===== config.mk =====
export PLATFORM = sky130hd
export DESIGN_NAME = census_cost_accum
export DESIGN_NICKNAME = d
export VERILOG_FILES = /design/src/rtl/census_cost_pkg.sv /design/src/rtl/popcnt_tree.sv /design/src/rtl/census_cost_accum.sv
export SDC_FILE = /design/constraint.sdc
export NUM_CORES = 1
export LEC_CHECK = 0
export BUFFER_PORTS_ARGS = -buffer_cell sky130_fd_sc_hd__buf_2
export CAP_MARGIN = 5
export CORE_MARGIN = 2
export CORE_UTILIZATION = 55
export CTS_CLUSTER_DIAMETER = 30
export DETAILED_ROUTE_END_ITERATION = 7
export GPL_TIMING_DRIVEN = 0
export PLACE_DENSITY_LB_ADDON = 0.2
export SYNTH_ARGS = -nofsm -noshare
export SYNTH_HDL_FRONTEND = slang
export SYNTH_SLANG_ARGS = --single-unit

===== constraint.sdc =====
create_clock -name clk -period 4.22 [get_ports clk]
set_input_delay 0.422 -clock clk [delete_from_list [all_inputs] [get_ports clk]]
set_output_delay 0.422 -clock clk [all_outputs]
set_load 0.02 [all_outputs]

===== src/rtl/census_cost_pkg.sv =====
// Shared types and width helpers for the census Hamming-cost accumulator.
package census_cost_pkg;

    // A 4-bit nibble holds 0..4 set bits, so each per-nibble count fits in 3 bits.
    localparam int NIB_CNT_W  = 3;
    localparam int COST_W_DEF = 12;

    typedef logic [NIB_CNT_W-1:0]  nib_cnt_t;
    typedef logic [COST_W_DEF-1:0] cost_t;

    // Bits needed to hold a popcount of 0..census_w.
    function automatic int pc_width(input int census_w);
        return $clog2(census_w + 1);
    endfunction

endpackage


===== src/rtl/popcnt_tree.sv =====
// Combinational adder tree: sums NIBS per-nibble counts into one PC_W-bit word count.
module popcnt_tree
    import census_cost_pkg::*;
#(
    parameter int NIBS = 8,
    parameter int PC_W = 6
) (
    input  nib_cnt_t [NIBS-1:0] nib_cnt,
    output logic     [PC_W-1:0] sum
);

    logic [PC_W-1:0] lvl [NIBS];

    // Pairwise reduction: each pass folds entries 'step' apart, halving the live count.
    always_comb begin
        for (int i = 0; i < NIBS; i++) begin
            lvl[i] = PC_W'(nib_cnt[i]);
        end
        for (int step = 1; step < NIBS; step = step * 2) begin
            for (int i = 0; i + step < NIBS; i = i + 2 * step) begin
                lvl[i] = lvl[i] + lvl[i + step];
            end
        end
        sum = lvl[0];
    end

endmodule


===== src/rtl/census_cost_accum.sv =====
// Census block matching cost: XOR + popcount per word pair, accumulated per block.
// Pipeline: S1 nibble counts -> S2 word count -> S3 accumulator / output register.
// Optional: define CENSUS_COST_SATURATE_EN for a saturating accumulator and an
// out_sat flag; otherwise the block cost wraps modulo 2^COST_W.
module census_cost_accum
    import census_cost_pkg::*;
#(
    parameter int CENSUS_W = 32,
    parameter int COST_W   = 12,
    parameter int TAG_W    = 7
) (
    input  logic                clk,
    input  logic                reset_n,
    input  logic                in_valid,
    output logic                in_ready,
    input  logic [CENSUS_W-1:0] in_left,
    input  logic [CENSUS_W-1:0] in_right,
    input  logic                in_last,
    input  logic [TAG_W-1:0]    in_tag,
    output logic                out_valid,
    input  logic                out_ready,
    output logic [COST_W-1:0]   out_cost,
    output logic [TAG_W-1:0]    out_tag,
    output logic                busy
`ifdef CENSUS_COST_SATURATE_EN
    ,
    output logic                out_sat
`endif
);

    localparam int NIBS = CENSUS_W / 4;
    localparam int PC_W = pc_width(CENSUS_W);

    // A held, unaccepted result freezes the whole pipeline.
    logic stall;
    assign stall    = out_valid && !out_ready;
    assign in_ready = !stall;

    // ---------------- S1: per-nibble popcount of the XOR ----------------
    logic [CENSUS_W-1:0]  diff;
    nib_cnt_t [NIBS-1:0]  nib_cnt_d;

    logic                 s1_valid;
    logic                 s1_last;
    logic [TAG_W-1:0]     s1_tag;
    nib_cnt_t [NIBS-1:0]  s1_cnt;

    // Nibble lookup: count set bits of each 4-bit slice of the mismatch word.
    always_comb begin
        // NOTE: every output gets a default first so no path leaves it unassigned (no latch).
        nib_cnt_d = '0;
        diff      = in_left ^ in_right;
        for (int i = 0; i < NIBS; i++) begin
            nib_cnt_d[i] = nib_cnt_t'(diff[4*i])   + nib_cnt_t'(diff[4*i+1])
                         + nib_cnt_t'(diff[4*i+2]) + nib_cnt_t'(diff[4*i+3]);
        end
    end

    // S1 register: capture nibble counts, last flag and tag of an accepted pair.
    always_ff @(posedge clk or negedge reset_n) begin
        if (!reset_n) begin
            s1_valid <= 1'b0;
            s1_last  <= 1'b0;
            s1_tag   <= '0;
            s1_cnt   <= '0;
        end else if (!stall) begin
            // NOTE: non-blocking so every stage reads the pre-edge value of the one before it.
            s1_valid <= in_valid;
            if (in_valid) begin
                s1_last <= in_last;
                s1_tag  <= in_tag;
                s1_cnt  <= nib_cnt_d;
            end
        end
    end

    // ---------------- S2: word popcount ----------------
    logic [PC_W-1:0]  word_cnt;
    logic             s2_valid;
    logic             s2_last;
    logic [TAG_W-1:0] s2_tag;
    logic [PC_W-1:0]  s2_cnt;

    popcnt_tree #(
        .NIBS (NIBS),
        .PC_W (PC_W)
    ) u_popcnt_tree (
        .nib_cnt (s1_cnt),
        .sum     (word_cnt)
    );

    // S2 register: hold the summed word count alongside its last/tag.
    always_ff @(posedge clk or negedge reset_n) begin
        if (!reset_n) begin
            s2_valid <= 1'b0;
            s2_last  <= 1'b0;
            s2_tag   <= '0;
            s2_cnt   <= '0;
        end else if (!stall) begin
            s2_valid <= s1_valid;
            if (s1_valid) begin
                s2_last <= s1_last;
                s2_tag  <= s1_tag;
                s2_cnt  <= word_cnt;
            end
        end
    end

    // ---------------- S3: block accumulator ----------------
    logic [COST_W-1:0] acc;
    logic [COST_W-1:0] acc_sum;
    logic              acc_partial;

`ifdef CENSUS_COST_SATURATE_EN
    logic [COST_W:0]   acc_wide;
    logic              acc_sat;
    logic              sum_sat;

    // Saturating add: once the block has hit max it stays there until the boundary.
    always_comb begin
        acc_wide = {1'b0, acc} + (COST_W+1)'(s2_cnt);
        sum_sat  = acc_sat || acc_wide[COST_W];
        acc_sum  = sum_sat ? {COST_W{1'b1}} : acc_wide[COST_W-1:0];
    end
`else
    // Wrapping add of the zero-extended word count.
    always_comb begin
        acc_sum = acc + COST_W'(s2_cnt);
    end
`endif

    // Accumulate words; on the last word publish the total and restart from zero.
    always_ff @(posedge clk or negedge reset_n) begin
        if (!reset_n) begin
            acc         <= '0;
            acc_partial <= 1'b0;
            out_valid   <= 1'b0;
            out_cost    <= '0;
            out_tag     <= '0;
`ifdef CENSUS_COST_SATURATE_EN
            acc_sat     <= 1'b0;
            out_sat     <= 1'b0;
`endif
        end else if (!stall) begin
            // Not stalled means any held result is being accepted this cycle.
            out_valid <= 1'b0;
            if (s2_valid) begin
                if (s2_last) begin
                    out_valid   <= 1'b1;
                    out_cost    <= acc_sum;
                    out_tag     <= s2_tag;
                    acc         <= '0;
                    acc_partial <= 1'b0;
`ifdef CENSUS_COST_SATURATE_EN
                    out_sat     <= sum_sat;
                    acc_sat     <= 1'b0;
`endif
                end else begin
                    acc         <= acc_sum;
                    acc_partial <= 1'b1;
`ifdef CENSUS_COST_SATURATE_EN
                    acc_sat     <= sum_sat;
`endif
                end
            end
        end
    end

    assign busy = s1_valid || s2_valid || acc_partial;

endmodule


* Word-level counts from Yosys, hierarchy flattened
Index checks and enable logic that the tools add are counted.
** Storage, ports and cells
- Flip-flop bits (word level) :: 81
- Bits in latches :: 0
- Memory bits (writable) :: 0
- ROM bits :: 0
- Input bits :: 76
- Output and inout bits :: 22
- Logic and storage cells :: 67
- Memories kept :: 0
** Cells by class
- Add/subtract/negate cells :: 32
- $mul :: 0
- Divide/modulo/power cells :: 0
- $lt $le $gt $ge :: 0
- Equal/unequal tests :: 0
- Shift operators :: 0
- Muxes and demuxes :: 4
- Bitwise gates (word level) :: 2
- Reductions and logical operators :: 9
** Operators with widths (number)
- 32-bit bitwise XOR :: 1
- 2-bit by 1-bit adder with 3-bit output :: 8
- 3-bit by 1-bit adder with 3-bit output :: 8
- 6-bit adder :: 3
- 1-bit by 1-bit adder with 2-bit output :: 8
- 3-bit by 3-bit adder with 4-bit output :: 4
- 12-bit by 6-bit adder with 12-bit output :: 1
- 12-bit two-way mux :: 1
- 2-bit AND reduction :: 3
- 1-bit two-way mux :: 3
- 3-bit AND reduction :: 1
- 1-bit zero test :: 2
- 1-bit logical OR :: 2
- 1-bit logical AND :: 1
- 1-bit inverter :: 1

* Logic depth before layout (Yosys ltp)
Gate-level depths: netlist (run 1).
- Word-level depth :: 4
- Gate-level depth with buffers :: 13
- Depth with buffers taken out :: 13

* Hierarchy
A second synthesis (run 1) with hierarchy kept.
** Second synthesis, totals
- Cells, all modules :: 392
- Area, all modules :: 4780.8 µm²
** By module, submodules not included
- census_cost_accum :: times used 1, cells an instance 318, area an instance 4117.7 µm², seq. area each 2026.9 µm²
- popcnt_tree :: times used 1, cells an instance 74, area an instance 663.1 µm², seq. area each 0.0 µm²

* Worst setup path after synthesis (run 1)
OpenSTA, ideal clock, no wires.
- Path type :: register to register
- Start :: register s1_cnt[0] in the netlist's numbering
- End :: register s2_cnt[4]
- Library setup time :: 128 ps
- Arrival time :: 3112 ps
- Data required time :: 4092 ps
- Path slack :: 980 ps
- Cell stages (with the launch flop) :: 13
- Buffers on the path :: 0
- Clock period less this slack :: 3240 ps
- Cells stage by stage :: dfrtp_1 ha_1 fa_1 xor2_1 fa_1 inv_1 fa_1 inv_1 ha_1 a21o_1 a21oi_1 xor2_1 o21ai_0
** On the way
- Cells in the longest elaborated chain, start to end :: 3
** RTL lines
- start, declared :: line census_cost_accum.sv:46 : nib_cnt_t [NIBS-1:0] s1_cnt;
- start signal, assigned :: line census_cost_accum.sv:72 : s1_cnt <= nib_cnt_d;
- 3-bit by 3-bit adder with 4-bit output :: line popcnt_tree.sv:21 : lvl[i] = lvl[i] + lvl[i + step];
- 6-bit adder (2 in a row) :: line popcnt_tree.sv:21
- end signal, assigned :: line census_cost_accum.sv:104 : s2_cnt <= word_cnt;
- end, declared :: line census_cost_accum.sv:82 : logic [PC_W-1:0] s2_cnt;
Every way passes these cells.
A chain may end at the register's enable or synchronous reset.

* Worst setup path after layout (run 1)
Same ends and word-level chain as after synthesis.

==> results of run 1 <==
-- state kept, by name, summed over array words and instances, names as in the netlist --
signal and cells:
acc 12, acc_partial 1, out_cost 12, out_tag 7
out_valid 1, s1_cnt 24, s1_last 1, s1_tag 7
s1_valid 1, s2_cnt 6, s2_last 1, s2_tag 7
s2_valid 1
-- metal layers --
metal	vias to the layer above	GRT usage, %
met1	1576	25.5
met5	-	0
met4	0	8.45
met3	13	2.89
met2	81	36.0
li1	1621	-
-- stage by stage --
step | power, mW | hold WS, ns | util (%) | cells | setup WS, ns
CTS | 5.10 | 0.0436 | 67.9 | 626 | 0.784
floorplan | 3.57 | 0.126 | - | 408 | 0.980
global route | 5.57 | 0.0571 | 67.9 | 626 | 0.651
detailed placement | 4.32 | 0.418 | 64.9 | 611 | 0.818
global placement | 4.15 | 0.445 | 64.6 | 610 | 0.877
finish | 5.03 | 0.0276 | 67.9 | 626 | 0.798
-- power by group through the flow --
stage | Sequential (mW) | Combinational (mW) | Clock (mW)
after detailed placement | 1.34 | 2.98 | 0
after global routing | 1.37 | 3.46 | 0.746
after floorplan | 1.38 | 2.19 | 0
after global placement | 1.32 | 2.83 | 0
final | 1.32 | 3.01 | 0.704
after CTS | 1.32 | 3.07 | 0.709
-- worst max-delay path by stage --
stage	end	cells after the start	slack, ns	start
floorplan	s2_cnt[4]	12	0.98	s1_cnt[0]
finish	s2_cnt[4]	12	0.80	s1_cnt[0]
global placement	s2_cnt[4]	12	0.88	s1_cnt[0]
global route	s2_cnt[4]	12	0.65	s1_cnt[0]
detailed placement	s2_cnt[4]	12	0.82	s1_cnt[0]
CTS	s2_cnt[4]	12	0.78	s1_cnt[0]
-- worst max-delay path, stage by stage, from the launching register on --
cell and delay, ns:
dfrtp_1 0.39, ha_1 0.23, fa_1 0.38, xor2_1 0.17
fa_1 0.55, inv_1 0.06, fa_1 0.58, inv_1 0.06
ha_1 0.29, a21o_1 0.18, a21oi_1 0.16, xor2_1 0.17
o21ai_0 0.09
-- kinds of logic (layout without fill, tap and decap cells) --
logic type | after synthesis | in the layout | share of synthesized area (%)
DFF | 81 | 81 | 43.0
and+or+nand+nor | 80 | 80 | 7.22
AOI/OAI and AO/OA | 65 | 65 | 9.12
adders and majority gates | 60 | 60 | 19.3
xor gates and xnor gates | 43 | 43 | 7.98
muxes | 42 | 42 | 10.0
buffers and inverters | 37 | 150 | 3.42
-- area by class of cell --
cell class | count | share of cell area (%)
clock buffers | 11 | 2.70
inverters | 27 | 1.81
well taps | 105 | 2.34
plain buffers | 10 | 1.07
flip-flops and latches | 81 | 36.2
repair buffers | 98 | 9.06
multi-input cells | 290 | 45.1
clock inverters | 4 | 1.76
-- layout by cell type (no fill, tap or decap), types with 2 or more instances in the layout --
cell,netlist,layout
nor2_1,5,5
a31oi_1,5,5
xor2_1,40,40
dfrtp_1,81,81
xnor2_1,3,3
nand3_1,5,5
bufinv_16,0,3
clkbuf_1,3,3
o311ai_0,2,2
o41a_1,2,2
a21oi_1,9,9
o211ai_1,6,6
a21o_1,9,9
or4_1,3,3
o21ai_0,20,20
inv_1,26,26
buf_2,3,99
or3_1,6,6
o31ai_1,4,4
clkbuf_8,0,11
ha_1,39,39
mux2_2,42,42
buf_4,3,4
fa_1,21,21
nand2_1,58,58
==> out/qor.yml, run 1 <==
drt:
  drt_pass1_iterations: 6
  via_per_inst: 5.26
  wire_per_inst_um: 14.4
  drt_drc_violations_left: 0
  dr.first_iter.drc_count: 67
  totalWireLength_mm: 8.99
  routed-wl-met2_mm: 4.64
  wl_met1_mm: 3.81
  dr_wl_met3_um: 328
  vias: 3291
  antenna_left: 0
  highest_layer: "met4"
floorplanning:
  chipWidth_um: 96.6
  rows: 33
  core_area_mm2: 0.00826
  fp.dieArea_mm2: 0.00933
  die_height_um: 96.6
  ioPinCount: 98
  initial_core_util_pct: 57.1
synth:
  synth_fp_nets: 544
  syn_avg_cell_area_um2: 11.6
  synth_most_common_cell: "dfrtp_1"
  synth_ff_type: "dfrtp_1"
  synth_top_cell_by_area: "dfrtp_1"
  yosys-top-cells-area: "dfrtp_1 43%, ha_1 10%, mux2_2 10%"
  ys_seq_area_share_pct: 43.0
  yosysUniqueCellTypes: 36
  ys_ff_latch: 81
  async_flop_share_pct: 100
  netlist.area_leader.share_pct: 43.0
  ys_warn_count: 0
  synth_edf_count: 0
  synthTopCellsByCount: "81 x dfrtp_1, 58 x nand2_1, 42 x mux2_2, 40 x xor2_1, 39 x ha_1"
  syn_inst: 408
  syn-cell-area_mm2: 0.00472
setup_path:
  critPathKind: "reg -> reg"
  r2r-start: "s1_cnt[0]"
  rrSetupSlack_ns: 0.80
  cp.arrival_ns: 3.65
  worstPathMaxFanout: 2
  crit_path_end_kind: "flip-flop"
  worstRegToRegCells: 12
  cp_data_required_time_ns: 4.45
  reg2reg_to: "s2_cnt[4]"
  cp-start-kind: "flip-flop"
clock_network:
  cts_buffers: 9
  cts.sinks: 81
  clkTransAtPathRegs_ns: 0.08
  insertion_delay_ns: 0.34
  cts_resized: 0
  post_cts_buffers: 0
  cts_htree_levels: 3
  postCtsHoldBufs: 0
  clockBufferDepth: 2
  cts_tree: "done"
  root_buffer: "clkbuf_8"
pwr:
  power_frac_seq_pct: 26.2
  power.internal_mw: 2.89
  ir_drop_mv: 0.804
  clock_power_share_pct: 14.0
  power.switching_mw: 2.15
  comb_power_share_pct: 59.8
  swShare_pct: 42.7
  leakage_nw: 2.89
  p_per_area_mw_per_mm2: 898
finish:
  final_nets: 653
  register_area_mm2: 0.00203
  multiInputGateArea_mm2: 0.00253
  final_area_mm2: 0.00561
  areaGrowthSynthToFinish_pct: 18.9
  num_antenna_cells: 0
  fill_cells: 674
  drive_gt1_share_pct: 31.5
placement:
  io_buffers: 97
  placed_area_mm2: 0.00536
  place_hpwl_mm: 7.06
  gp_congestion: 0.831
min_path:
  hp-class: "in -> async"
flow_run:
  maxCapViolCount: 0
sta:
  tns_ns: 0
  finalSetupViolations: 0
  slew_viol_final: 0
  relSlewSlack_pct: 58.1
  period_needed_ns: 3.42
  hold_viol_final: 0
  skew_ns: 0.00676
  rsz0062_at_grt: "no"
  max_freq_mhz: 292
  tightest_slew_ns: 0.625
  min_period_over_period_pct: 81.1
global_route:
  grt_pass1_vias: 3448
  grt_max_degree: 46
  antenna_found_initial: 0
  grt_pass1_wl_mm: 15.7
  track_usage_pct: 20.5
  gr-total-overflow: 0
outcome:
  status: "complete, no violations"
No activity file was read; power rests on OpenSTA's default activity.
==> run 2, diff against run 1 <==
--- a/config.mk
+++ b/config.mk
@@ -5,10 +5,11 @@
 export SDC_FILE = /design/constraint.sdc
 export NUM_CORES = 1
 export LEC_CHECK = 0
+export ABC_AREA = 1
 export BUFFER_PORTS_ARGS = -buffer_cell sky130_fd_sc_hd__buf_2
 export CAP_MARGIN = 5
 export CORE_MARGIN = 2
-export CORE_UTILIZATION = 55
+export CORE_UTILIZATION = 51
 export CTS_CLUSTER_DIAMETER = 30
 export DETAILED_ROUTE_END_ITERATION = 7
 export GPL_TIMING_DRIVEN = 0
==> constraint.sdc (replaced) <==
create_clock -name clk -period 2.95 [get_ports clk]
set_input_delay 0.295 -clock clk [delete_from_list [all_inputs] [get_ports clk]]
set_output_delay 0.295 -clock clk [all_outputs]
set_load 0.02 [all_outputs]
==> out/qor.yml, run 2 <==
floorplanning:
  initial_core_util_pct: 51.7
  fp.dieArea_mm2: 0.0106
  core_area_mm2: 0.00964
  ioPinCount: 98
  rows: 36
  die_height_um: 103
  chipWidth_um: 103
setup_path:
  cp.arrival_ns: 3.37
  crit_path_end_kind: "flip-flop"
  rrSetupSlack_ns: -0.17
  worstPathMaxFanout: 2
  worstRegToRegCells: 11
  r2r-start: "s1_cnt[15]"
  reg2reg_to: "s2_cnt[3]"
  cp_data_required_time_ns: 3.20
  critPathKind: "reg -> reg"
  cp-start-kind: "flip-flop"
synth:
  netlist.area_leader.share_pct: 40.7
  synth_fp_nets: 607
  ys_ff_latch: 81
  synth_most_common_cell: "nand2_1"
  synth_edf_count: 0
  synth_ff_type: "dfrtp_1"
  synth_top_cell_by_area: "dfrtp_1"
  syn-cell-area_mm2: 0.00498
  syn_inst: 471
  syn_avg_cell_area_um2: 10.6
  async_flop_share_pct: 100
  ys_warn_count: 0
  synthTopCellsByCount: "94 x nand2_1, 81 x dfrtp_1, 51 x inv_1, 39 x ha_1, 38 x xor2_1"
  yosysUniqueCellTypes: 30
  ys_seq_area_share_pct: 40.7
  yosys-top-cells-area: "dfrtp_1 41%, ha_1 9.8%, fa_1 8.4%"
sta:
  tightest_slew_ns: 0.387
  fin_ws_ns: -0.166
  max_freq_mhz: 321
  rsz0062_at_grt: "yes"
  tns_ns: -0.524
  skew_ns: 0.00702
  slew_viol_final: 0
  finalHoldWorstSlack_ns: 0.164
  finalSetupViolations: 4
  min_period_over_period_pct: 106
  period_needed_ns: 3.12
  hold_viol_final: 0
  relSlewSlack_pct: 74.2
finish:
  num_antenna_cells: 0
  layout_common_cells: "98 x buf_2, 94 x nand2_1, 80 x dfrtp_1"
  areaGrowthSynthToFinish_pct: 20.5
  register_area_mm2: 0.00203
  largestRegisters: "s1_cnt x24, acc x12, out_cost x12"
  drive_gt1_share_pct: 34.1
  multiInputGateArea_mm2: 0.00270
  fill_cells: 833
  final_common_cell: "buf_2"
  largest-register: "s1_cnt"
  largest_register_ffs: 24
  final_nets: 726
pwr:
  p_per_area_mw_per_mm2: 1260
  ir_drop_mv: 1.25
  leakage_nw: 3.23
clock_network:
  cts.sinks: 81
  clkTransAtPathRegs_ns: 0.08
  cts_htree_levels: 3
  insertion_delay_ns: 0.36
  cts_buffers: 9
  cts_tree: "done"
  clockBufferDepth: 2
  root_buffer: "clkbuf_8"
drt:
  wire_per_inst_um: 12.6
  dr.first_iter.drc_count: 96
  totalWireLength_mm: 9.19
  drt_drc_violations_left: 0
  vias: 3478
  drt_pass1_iterations: 4
  antenna_left: 0
  via_per_inst: 4.78
global_route:
  grt_pass1_vias: 3499
  grt_max_degree: 61
  gr-total-overflow: 0
  antenna_found_initial: 0
  track_usage_pct: 19.1
  grt_pass1_wl_mm: 15.7
min_path:
  min_from: "in_tag[2]"
  hp-class: "in -> reg"
  holdPathEnd: "s1_tag[2]"
  whs_path_depth: 2
flow_run:
  maxCapViolCount: 0
placement:
  io_buffers: 97
  place_hpwl_mm: 7.07
  gp_congestion: 0.836
  place_ws_ns: -0.182
outcome:
  status: "finished with violations"
  violations: "negative setup slack"
[run 2: kinds of logic (layout without fill, tap and decap cells)]
kind of cell | after synthesis | count (layout) | synth area share, %
DFF | 81 | 81 | 40.7
AOI/OAI and AO/OA | 46 | 46 | 5.57
and+or+nand+nor | 149 | 149 | 13.6
buffers and inverters | 64 | 188 | 6.08
muxes | 30 | 30 | 8.66
adders and majority gates | 60 | 60 | 18.2
xor gates and xnor gates | 41 | 41 | 7.21
[run 2: per-stage QoR]
| stage | total power [mW] | instance area [um^2] | util, % | std cells |
|---|---|---|---|---|
| after global routing | 8.39 | 6000 | 62.3 | 728 |
| after global placement | 5.90 | 5650 | 58.6 | 701 |
| final | 7.58 | 6000 | 62.3 | 728 |
| after CTS | 7.24 | 5940 | 61.6 | 723 |
| after detailed placement | 6.15 | 5680 | 58.9 | 702 |
| after floorplan | 5.14 | 5000 | - | 471 |
[run 2: power by group]
part | internal, mW | switching (mW) | total, mW
Combinational | 2.28 | 2.63 | 4.92
Sequential | 1.53 | 0.256 | 1.79
Clock | 0.476 | 0.404 | 0.880
Total | 4.29 | 3.29 | 7.58
[run 2: layout make-up]
class	count	share of cell area, %
multi-input combinational	326	45.0
sequential	81	33.8
timing repair buffer	108	9.88
inverter	55	3.56
tap	133	2.77
clock buffer	11	2.19
buffer	9	1.48
clock inverter	5	1.33
[run 2: how the worst max path moves through the flow]
stage                     from         to  slack [ns]  depth (start not counted)
finish              s1_cnt[15]  s2_cnt[3]       -0.17                         11
global route        s1_cnt[18]  s2_cnt[4]       -0.26                         12
global placement     s1_cnt[3]  s2_cnt[4]       -0.10                         12
CTS                  s1_cnt[0]  s2_cnt[3]       -0.18                         11
detailed placement   s1_cnt[3]  s2_cnt[4]       -0.18                         12
floorplan           s1_cnt[18]  s2_cnt[2]       -0.04                         10
[run 2: per-layer routing]
metal / vias up / GRT usage (%) / share of wire, %
met2: 64 / 34.0 / 51
met4: 0 / 6.98 / 1.8
li1: 1763 / - / -
met1: 1639 / 23.7 / 44
met3: 12 / 2.71 / 3.0
met5: - / 0 / 0
[run 2: repair_timing]
item,4_1_cts,5_1_grt
endpoints found under the hold margin,21,0
pin swaps,6,9
setup endpoints to repair,4,4
buffers inserted,4,5
hold buffers,1,0
gates cloned,0,0
resized for setup,2,8
[run 2: critical path, stage by stage, from the launching register on]
cell and delay, ns:
dfrtp_1 0.40, ha_2 0.19, fa_2 0.54, inv_2 0.04, fa_1 0.49, inv_1 0.05, fa_1 0.49, ha_2 0.19
inv_2 0.04, fa_2 0.34, xor2_1 0.16, o21ai_1 0.08
==> run 3, diff against run 2 <==
--- a/config.mk
+++ b/config.mk
@@ -9,7 +9,7 @@
 export BUFFER_PORTS_ARGS = -buffer_cell sky130_fd_sc_hd__buf_2
 export CAP_MARGIN = 5
 export CORE_MARGIN = 2
-export CORE_UTILIZATION = 51
+export CORE_UTILIZATION = 45
 export CTS_CLUSTER_DIAMETER = 30
 export DETAILED_ROUTE_END_ITERATION = 7
 export GPL_TIMING_DRIVEN = 0
==> out/qor.yml, run 3 (synthesis results as in run 2) <==
outcome:
  status: "finished with violations"
  violations: "negative setup slack"
floorplanning:
  ioPinCount: 98
  core_area_mm2: 0.0108
  rows: 38
  die_height_um: 109
  chipWidth_um: 109
  initial_core_util_pct: 46.0
  fp.dieArea_mm2: 0.0119
finish:
  final_nets: 728
  largest-register: "s1_cnt"
  fill_cells: 965
  areaGrowthSynthToFinish_pct: 20.4
  layout_common_cells: "98 x buf_2, 94 x nand2_1, 81 x dfrtp_1"
  drive_gt1_share_pct: 34.0
  final_common_cell: "buf_2"
  largest_register_ffs: 24
  num_antenna_cells: 0
  largestRegisters: "s1_cnt x24, acc x12, out_cost x12"
setup_path:
  crit_slowest_cell: "fa_1"
  r2r-start: "s1_cnt[18]"
  rrSetupSlack_ns: -0.13
  crit_top_cell: "fa_1"
  crit_buf_inv: 3
  crit_path_end_kind: "flip-flop"
  cp-start-kind: "flip-flop"
  startpoint: "s1_cnt[18]"
  worstPathMaxFanout: 2
  cp.arrival_ns: 3.37
  cp_data_required_time_ns: 3.24
  crit_chain: "ha_2 > fa_1 > inv_2 > fa_1 > inv_1 > fa_1 > ha_2 > inv_2 > fa_2 > xor2_1 > o21ai_1"
  critPathKind: "reg -> reg"
  slowest_delay_ns: 0.53
  crit_family: "adder cells"
placement:
  io_buffers: 97
  gp_congestion: 0.790
  place_hpwl_mm: 6.86
sta:
  slew_viol_final: 0
  fin_ws_ns: -0.135
  skew_ns: 0.0106
  hold_viol_final: 0
  min_period_over_period_pct: 105
  relSlewSlack_pct: 72.1
  finalHoldWorstSlack_ns: 0.154
  finalSetupViolations: 4
  period_needed_ns: 3.08
  max_freq_mhz: 324
  tns_ns: -0.499
  rsz0062_at_grt: "yes"
  tightest_slew_ns: 0.419
drt:
  dr.first_iter.drc_count: 121
  drt_drc_violations_left: 0
  antenna_left: 0
  wire_per_inst_um: 11.9
  drt_pass1_iterations: 4
  vias: 3477
  via_per_inst: 4.72
  totalWireLength_mm: 8.79
clock_network:
  cts_htree_levels: 3
  cts_buffers: 9
  root_buffer: "clkbuf_8"
  cts.sinks: 81
  cts_tree: "done"
  clockBufferDepth: 2
  insertion_delay_ns: 0.36
  clkTransAtPathRegs_ns: 0.09
pwr:
  p_per_area_mw_per_mm2: 1210
  finalPower_mw: 7.23
  leakage_nw: 3.24
  ir_drop_mv: 0.959
min_path:
  hp-class: "in -> reg"
  min_from: "in_tag[1]"
global_route:
  grt_max_degree: 51
  track_usage_pct: 16.9
  antenna_found_initial: 0
  grt_pass1_vias: 3587
  gr-total-overflow: 0
  grt_pass1_wl_mm: 15.8
flow_run:
  maxCapViolCount: 0
-- run 3: power breakdown --
group / switching [mW] / internal [mW] / leakage [nW]
sequential: 0.255 / 1.53 / 1.02
clock: 0.446 / 0.406 / 0.102
combinational: 2.44 / 2.15 / 2.12
-- run 3: area by class of cell --
cell class / count / area (um^2) / share of cell area (%)
Buffer: 9 / 88.8 / 1.48
Sequential cell: 81 / 2030 / 33.8
Timing Repair Buffer: 110 / 608 / 10.1
Inverter: 55 / 214 / 3.57
Clock inverter: 7 / 81.3 / 1.36
Multi-Input combinational cell: 326 / 2680 / 44.7
Tap cell: 140 / 175 / 2.92
Clock buffer: 9 / 124 / 2.07
-- run 3: per-stage QoR --
step | util (%) | cells | instance area (um^2) | setup slack (ns)
after global placement | 52.2 | 708 | 5660 | -0.116
after detailed placement | 52.5 | 709 | 5690 | -0.176
final | 55.3 | 737 | 6000 | -0.135
after global routing | 55.3 | 737 | 6000 | -0.278
after floorplan | - | 471 | 5000 | -0.0378
after CTS | 54.8 | 731 | 5950 | -0.156
-- run 3: path summary, 6_finish.rpt --
path | to | depth (start not counted)
max in group asynchronous | s1_cnt[11] | 3
worst max-delay path | s2_cnt[3] | 11
worst min-delay path | s1_tag[1] | 2
worst max register to register | s2_cnt[3] | 11
min in group asynchronous | out_tag[0] | 2
worst min register to register | out_cost[11] | 2
-- run 3: layer usage --
metal  GRT usage, %  wire length (um)  vias up  part of all wire (%)
li1               -                 -     1768                     -
met1           20.9              3980     1615                    45
met2           29.6              4270       84                    49
met3           3.23               398       10                   4.5
met4           5.52               139        0                   1.6
met5              0                 0        -                     0
-- run 3: timing repair --
action / 4_1_cts / 5_1_grt
setup endpoints to repair: 4 / 4
resized for setup: 1 / 5
setup buffers: 5 / 6
hold buffers: 1 / 0
pin swaps: 2 / 5
endpoints found under the hold margin: 31 / 0
